[src/rtl/vga_timing_pkg.sv]
`default_nettype none
// ============================================================================
// Module   : vga_timing_pkg
// Brief    : 640x480@60 Hz raster timing defaults, derived totals, sync
//            window bounds, colour bit positions and a range helper.
// Revision : 1.0 - initial release
// ============================================================================
package vga_timing_pkg;

    // Counter width: pixel_addr carries x and y at this width each
    localparam int CNT_W  = 11;
    localparam int ADDR_W = 2 * CNT_W;

    // Horizontal timing in pixel ticks
    localparam int H_VISIBLE_DEF = 640;
    localparam int H_FRONT_DEF   = 16;
    localparam int H_SYNC_DEF    = 96;
    localparam int H_BACK_DEF    = 48;

    // Vertical timing in lines
    localparam int V_VISIBLE_DEF = 480;
    localparam int V_FRONT_DEF   = 10;
    localparam int V_SYNC_DEF    = 2;
    localparam int V_BACK_DEF    = 33;

    // Derived totals (800 ticks per line, 525 lines per frame)
    localparam int H_TOTAL_DEF = H_VISIBLE_DEF + H_FRONT_DEF + H_SYNC_DEF + H_BACK_DEF;
    localparam int V_TOTAL_DEF = V_VISIBLE_DEF + V_FRONT_DEF + V_SYNC_DEF + V_BACK_DEF;

    // Inclusive sync windows (656..751 and 490..491)
    localparam int H_SYNC_START_DEF = H_VISIBLE_DEF + H_FRONT_DEF;
    localparam int H_SYNC_END_DEF   = H_SYNC_START_DEF + H_SYNC_DEF - 1;
    localparam int V_SYNC_START_DEF = V_VISIBLE_DEF + V_FRONT_DEF;
    localparam int V_SYNC_END_DEF   = V_SYNC_START_DEF + V_SYNC_DEF - 1;

    // Colour bit positions inside pixel_data = {R,G,B}
    localparam int COLOR_R_BIT = 2;
    localparam int COLOR_G_BIT = 1;
    localparam int COLOR_B_BIT = 0;

    // True when lo <= val <= hi
    function automatic logic in_range(input logic [CNT_W-1:0] val,
                                      input logic [CNT_W-1:0] lo,
                                      input logic [CNT_W-1:0] hi);
        return (val >= lo) && (val <= hi);
    endfunction

endpackage
`default_nettype wire

[src/rtl/vga_raster_counter.sv]
`default_nettype none
// ============================================================================
// Module   : vga_raster_counter
// Brief    : Tick-enabled horizontal/vertical raster counters with wrap.
//            line_end / frame_end flag the last position of a line / frame.
// Revision : 1.0 - initial release
// ============================================================================
module vga_raster_counter
    import vga_timing_pkg::*;
#(
    parameter int H_TOTAL = H_TOTAL_DEF,
    parameter int V_TOTAL = V_TOTAL_DEF
) (
    input  logic             clk,
    input  logic             rst,
    input  logic             tick,
    output logic [CNT_W-1:0] h_cnt,
    output logic [CNT_W-1:0] v_cnt,
    output logic             line_end,
    output logic             frame_end
);

    localparam logic [CNT_W-1:0] c_h_last = CNT_W'(H_TOTAL - 1);
    localparam logic [CNT_W-1:0] c_v_last = CNT_W'(V_TOTAL - 1);
    localparam logic [CNT_W-1:0] c_one    = CNT_W'(1);

    assign line_end  = (h_cnt == c_h_last);
    assign frame_end = line_end && (v_cnt == c_v_last);

    // Advance the raster position once per pixel tick, wrapping line then frame
    always_ff @(posedge clk or posedge rst) begin
        if (rst) begin
            h_cnt <= '0;
            v_cnt <= '0;
        end else if (tick) begin
            if (line_end) begin
                h_cnt <= '0;
                v_cnt <= frame_end ? '0 : (v_cnt + c_one);
            end else begin
                h_cnt <= h_cnt + c_one;
            end
        end
    end

endmodule
`default_nettype wire

[src/rtl/vga_scan_out.sv]
`default_nettype none
// ============================================================================
// Module   : vga_scan_out
// Brief    : VGA display output stage. Generates the pixel fetch address,
//            samples the returned colour and drives RGB / HS / VS through a
//            two-tick pipeline so sync and colour stay phase-aligned.
// Revision : 1.0 - initial release
// ============================================================================
module vga_scan_out
    import vga_timing_pkg::*;
#(
    parameter int H_VISIBLE = H_VISIBLE_DEF,
    parameter int H_FRONT   = H_FRONT_DEF,
    parameter int H_SYNC    = H_SYNC_DEF,
    parameter int H_BACK    = H_BACK_DEF,
    parameter int V_VISIBLE = V_VISIBLE_DEF,
    parameter int V_FRONT   = V_FRONT_DEF,
    parameter int V_SYNC    = V_SYNC_DEF,
    parameter int V_BACK    = V_BACK_DEF
) (
    input  logic              sysclk,
    input  logic              rst,
    input  logic [2:0]        pixel_data,
    output logic [ADDR_W-1:0] pixel_addr,
    output logic              VGA_R,
    output logic              VGA_G,
    output logic              VGA_B,
    output logic              VGA_HS,
    output logic              VGA_VS,
    output logic              frame_start
);

    localparam int H_TOTAL = H_VISIBLE + H_FRONT + H_SYNC + H_BACK;
    localparam int V_TOTAL = V_VISIBLE + V_FRONT + V_SYNC + V_BACK;

    localparam logic [CNT_W-1:0] c_h_vis      = CNT_W'(H_VISIBLE);
    localparam logic [CNT_W-1:0] c_v_vis      = CNT_W'(V_VISIBLE);
    localparam logic [CNT_W-1:0] c_hs_start   = CNT_W'(H_VISIBLE + H_FRONT);
    localparam logic [CNT_W-1:0] c_hs_end     = CNT_W'(H_VISIBLE + H_FRONT + H_SYNC - 1);
    localparam logic [CNT_W-1:0] c_vs_start   = CNT_W'(V_VISIBLE + V_FRONT);
    localparam logic [CNT_W-1:0] c_vs_end     = CNT_W'(V_VISIBLE + V_FRONT + V_SYNC - 1);

    logic             r_tick;
    logic [CNT_W-1:0] w_h_cnt;
    logic [CNT_W-1:0] w_v_cnt;
    logic             w_unused_line_end;
    logic             w_frame_end;

    // Stage A qualifier: counters currently sit at (0,0)
    logic             r_a_sof;
    // Stage B registers
    logic             r_vis_d;
    logic             r_hs_d;
    logic             r_vs_d;
    logic             r_b_sof;

    // Divide sysclk by two to form the pixel-rate enable
    always_ff @(posedge sysclk or posedge rst) begin
        if (rst) begin
            r_tick <= 1'b0;
        end else begin
            r_tick <= ~r_tick;
        end
    end

    // Stage A: raster position counters (sync decode works directly on h/v,
    // so only the frame wrap flag is consumed here)
    vga_raster_counter #(
        .H_TOTAL (H_TOTAL),
        .V_TOTAL (V_TOTAL)
    ) u_counter (
        .clk       (sysclk),
        .rst       (rst),
        .tick      (r_tick),
        .h_cnt     (w_h_cnt),
        .v_cnt     (w_v_cnt),
        .line_end  (w_unused_line_end),
        .frame_end (w_frame_end)
    );

    // Track origin of Stage A; reset leaves the counters at (0,0)
    always_ff @(posedge sysclk or posedge rst) begin
        if (rst) begin
            r_a_sof <= 1'b1;
        end else if (r_tick) begin
            r_a_sof <= w_frame_end;
        end
    end

    // Stage B: publish fetch address and decode visibility / sync
    always_ff @(posedge sysclk or posedge rst) begin
        if (rst) begin
            pixel_addr <= '0;
            r_vis_d    <= 1'b0;
            r_hs_d     <= 1'b1;
            r_vs_d     <= 1'b1;
            r_b_sof    <= 1'b0;
        end else if (r_tick) begin
            pixel_addr <= {w_v_cnt, w_h_cnt};
            r_vis_d    <= (w_h_cnt < c_h_vis) && (w_v_cnt < c_v_vis);
            r_hs_d     <= !in_range(w_h_cnt, c_hs_start, c_hs_end);
            r_vs_d     <= !in_range(w_v_cnt, c_vs_start, c_vs_end);
            r_b_sof    <= r_a_sof;
        end
    end

    // Stage C: drive pins; colour gated to black outside the visible area.
    // frame_start is set only on the pixel-tick edge, so it lasts one sysclk.
    always_ff @(posedge sysclk or posedge rst) begin
        if (rst) begin
            VGA_R       <= 1'b0;
            VGA_G       <= 1'b0;
            VGA_B       <= 1'b0;
            VGA_HS      <= 1'b1;
            VGA_VS      <= 1'b1;
            frame_start <= 1'b0;
        end else begin
            frame_start <= r_tick && r_b_sof;
            if (r_tick) begin
                VGA_R  <= r_vis_d && pixel_data[COLOR_R_BIT];
                VGA_G  <= r_vis_d && pixel_data[COLOR_G_BIT];
                VGA_B  <= r_vis_d && pixel_data[COLOR_B_BIT];
                VGA_HS <= r_hs_d;
                VGA_VS <= r_vs_d;
            end
        end
    end

endmodule
`default_nettype wire

[config.mk]
export PLATFORM = sky130hd
export DESIGN_NAME = vga_scan_out
export DESIGN_NICKNAME = d
export VERILOG_FILES = /design/src/rtl/vga_timing_pkg.sv /design/src/rtl/vga_raster_counter.sv /design/src/rtl/vga_scan_out.sv
export SDC_FILE = /design/constraint.sdc
export NUM_CORES = 1
export LEC_CHECK = 0
export CORE_AREA = 2 2 71 73
export CTS_BUF_LIST = sky130_fd_sc_hd__clkbuf_4 sky130_fd_sc_hd__clkbuf_8 sky130_fd_sc_hd__clkbuf_16
export DETAILED_ROUTE_END_ITERATION = 10
export DIE_AREA = 0 0 73 75
export DONT_BUFFER_PORTS = 1
export GPL_TIMING_DRIVEN = 0
export MAX_ROUTING_LAYER = met4
export PLACE_DENSITY = 0.73
export SKIP_CTS_REPAIR_TIMING = 1
export SLEW_MARGIN = 5
export SYNTH_ARGS = -nofsm -noshare
export SYNTH_HDL_FRONTEND = slang
export SYNTH_SLANG_ARGS = --single-unit
[constraint.sdc]
create_clock -name sysclk -period 1.9 [get_ports sysclk]
set_clock_uncertainty 0.15 [all_clocks]
set_input_delay 0.285 -clock sysclk [delete_from_list [all_inputs] [get_ports sysclk]]
set_output_delay 0.285 -clock sysclk [all_outputs]
set_load 0.005 [all_outputs]
==> flow_metrics.py <==
metrics = {
    "final_layout": {
        "area_delta_synth_final_pct": 13.1,
        "fill_cells": 394,
        "multiInputGateArea_um2": 1020,
        "layout_common_cells": "47 x dfrtp_1, 26 x mux2_2, 13 x o21ai_0, 12 x nor2_1, 12 x inv_1",
        "instances_no_fill": 284,
        "diodes": 0,
        "mostFrequentLayoutCell": "dfrtp_1",
        "fin_nets": 237,
        "design_area_um2": 2800,
        "drive_gt1_share_pct": 30.0,
        "regArea_um2": 1410,
    },
    "floorplanning": {
        "dieArea_um2": 5480,
        "rows": 25,
        "die_w_um": 73,
        "io_pins": 33,
        "start_util_pct": 53.1,
        "core_area_um2": 4660,
        "fp.dieH_um": 75,
    },
    "route": {
        "via_per_inst": 5.69,
        "drc": 0,
        "firstDrtPassIters": 4,
        "routedWlPerCell_um": 16.3,
        "drt_iter0_drc": 132,
        "wl_mm": 4.62,
        "num_vias": 1615,
        "drtAntennaViolNets": 0,
    },
    "synthesis": {
        "syn-cell-area_um2": 2470,
        "yosys_warnings": 0,
        "seq_area_frac_synth_pct": 56.9,
        "synth.net_count": 218,
        "ys_ff_latch": 56,
        "synth_ff_type": "dfrtp_1",
        "synth-edff-count": 0,
        "syn_inst": 210,
        "synth_cell_types": 39,
        "syn_area_per_cell_um2": 11.8,
        "synthArstFlopShare_pct": 100,
    },
    "job": {
        "cap_viol_max_count": 0,
    },
    "worst_setup_path": {
        "cp-end-kind": "register",
        "required_ns": 1.94,
        "path_max_fanout": 9,
        "arrival_ns": 1.89,
        "path_class": "reg2reg",
        "worstSetupStartpointType": "register",
    },
    "status": {
        "status": "finished clean",
    },
    "clock_network": {
        "cts_buffers": 5,
        "cts_num_sinks": 56,
        "insertion_delay_ns": 0.30,
        "cts_tree": "built",
        "clk_pin_slew_ns": 0.09,
        "clockBufferDepth": 2,
        "htree_levels": 2,
        "root_buffer": "clkbuf_8",
    },
    "power_and_ir_drop": {
        "switching_share_pct": 20.1,
        "vdd_drop_max_v": 0.000287,
        "power_frac_comb_pct": 1.9,
        "power_switching_mw": 0.386,
        "p_int_mw": 1.53,
        "power_density_nw_per_um2": 685,
        "power_mw": 1.92,
        "p_seq_share_pct": 62.4,
        "power_frac_clock_pct": 35.7,
        "power.leakage_nw": 1.27,
    },
    "timing": {
        "fin_crit_ns": 1.85,
        "max_freq_ghz": 0.542,
        "drv_slew": 0,
        "period_share_pct": 97.1,
        "worst_pin_slew_ns": 0.457,
        "hold_viol_final": 0,
        "finalSetupViolations": 0,
        "maxSlewHeadroom_pct": 69.3,
    },
    "place": {
        "dp_hpwl_mm": 3.03,
        "portBuffers": 0,
        "postPlaceCellArea_um2": 2560,
        "place.gp.congestion": 0.869,
        "dp.cells": 265,
    },
    "global_route": {
        "grt_max_degree": 40,
        "overflow": 0,
        "grt_pass1_vias": 1554,
        "grt_pass1_wl_mm": 7.53,
        "antenna_found_initial": 0,
        "track_usage_pct": 18.6,
    },
    "worst_hold_path": {
        "hold_class": "in2reg",
    },
}
==> layer usage <==
metal / wire [um] / vias up / GRT usage, % / part of all wire [%]
met3: 203 / 5 / 4.28 / 4.4
met5: 0 / - / - / 0
met1: 2270 / 791 / 26.1 / 49
met4: 48 / 0 / 7.61 / 1.0
li1: - / 781 / - / -
met2: 2100 / 38 / 26.2 / 45
==> worst max-delay path, stage by stage, from the launching register on <==
cell and delay, ns:
dfrtp_1 0.42, ha_4 0.18, and4_4 0.26, and4_1 0.19
clkbuf_4 0.19, o21ai_0 0.10, a22o_1 0.25
==> logic make-up (layout without fill, tap and decap cells) <==
logic type                 Yosys count  in the layout  share of synthesized area [%]
AOI/OAI and AO/OA                   29             29                           7.43
muxes                               26             26                           11.8
xor gates and xnor gates            11             11                           3.89
adders and majority gates            3              3                           1.52
buffers and inverters               20             40                           3.13
DFF                                 56             56                           56.9
and+or+nand+nor                     65             65                           15.3
==> stage by stage <==
step	setup TNS [ns]	utilization, %	setup slack [ns]	hold WS [ns]
after global placement	-25.36	54.6	-0.487	0.294
after floorplan	0	-	0.0373	0.282
after global routing	-0.0159	60.1	-0.00697	0.0206
after CTS	-1.51	57.1	-0.268	-0.304
final	0	60.1	0.0545	0.00299
after detailed placement	-0.879	55.0	-0.239	0.0273
==> flip-flops by register name, indices dropped and copies added, names as in the netlist <==
register	count
VGA_B	1
r_hs_d	1
VGA_G	1
r_a_sof	1
VGA_HS	1
r_vs_d	1
VGA_R	1
u_counter.h_cnt	11
r_vis_d	1
u_counter.v_cnt	11
frame_start	1
VGA_VS	1
r_b_sof	1
r_tick	1
pixel_addr	22
==> area by class of cell <==
class / instances / area share, %
Timing Repair Buffer: 13 / 4.20
Inverter: 13 / 1.74
Buffer: 6 / 1.12
Clock buffer: 8 / 3.49
Sequential cell: 56 / 50.4
Multi-Input combinational cell: 134 / 36.6
Tap cell: 54 / 2.41
==> power by group through the flow <==
stage	logic [mW]	registers [mW]	clock network [mW]
3_3_place_gp	0.0276	1.22	0
4_1_cts	0.0342	1.20	0.705
5_1_grt	0.0432	1.20	0.727
6_report	0.0366	1.20	0.684
2_1_floorplan	0.0209	1.22	0
3_5_place_dp	0.0339	1.22	0
==> synth_stat cells, types with 2 or more instances <==
library cell,n,area [um^2]
clkbuf_1,3,11.3
xor2_1,6,52.6
dfrtp_1,51,1280
a21oi_1,4,20.0
and2_1,3,18.8
nand3_1,9,45.0
nor3_1,5,25.0
and3_1,4,25.0
nand2_1,10,37.5
xnor2_1,5,43.8
buf_1,2,7.51
ha_1,3,37.5
nand4_1,6,37.5
nor2_1,13,48.8
mux2_2,26,293
inv_1,13,48.8
dfstp_2,5,131
a21o_1,2,15.0
o21ai_0,13,65.1
buf_2,2,10.0
nand4b_1,2,17.5
o2bb2ai_1,2,17.5
and4_1,2,17.5
a22o_1,2,17.5
nor4_1,3,18.8
==> path summary, 6_finish.rpt <==
check,startpoint,end,slack [ns],cells past startpoint
worst max-delay path,u_counter.h_cnt[0],u_counter.v_cnt[8],0.05,6
worst min-delay path,pixel_data[1],VGA_G,0.003,2
worst max register to register,u_counter.h_cnt[0],u_counter.v_cnt[8],0.05,6
worst min register to register,r_a_sof,r_a_sof,0.32,2
max in group asynchronous,rst,r_hs_d,0.74,3
min in group asynchronous,rst,VGA_B,0.27,2
(Power assumes the default switching activity.)
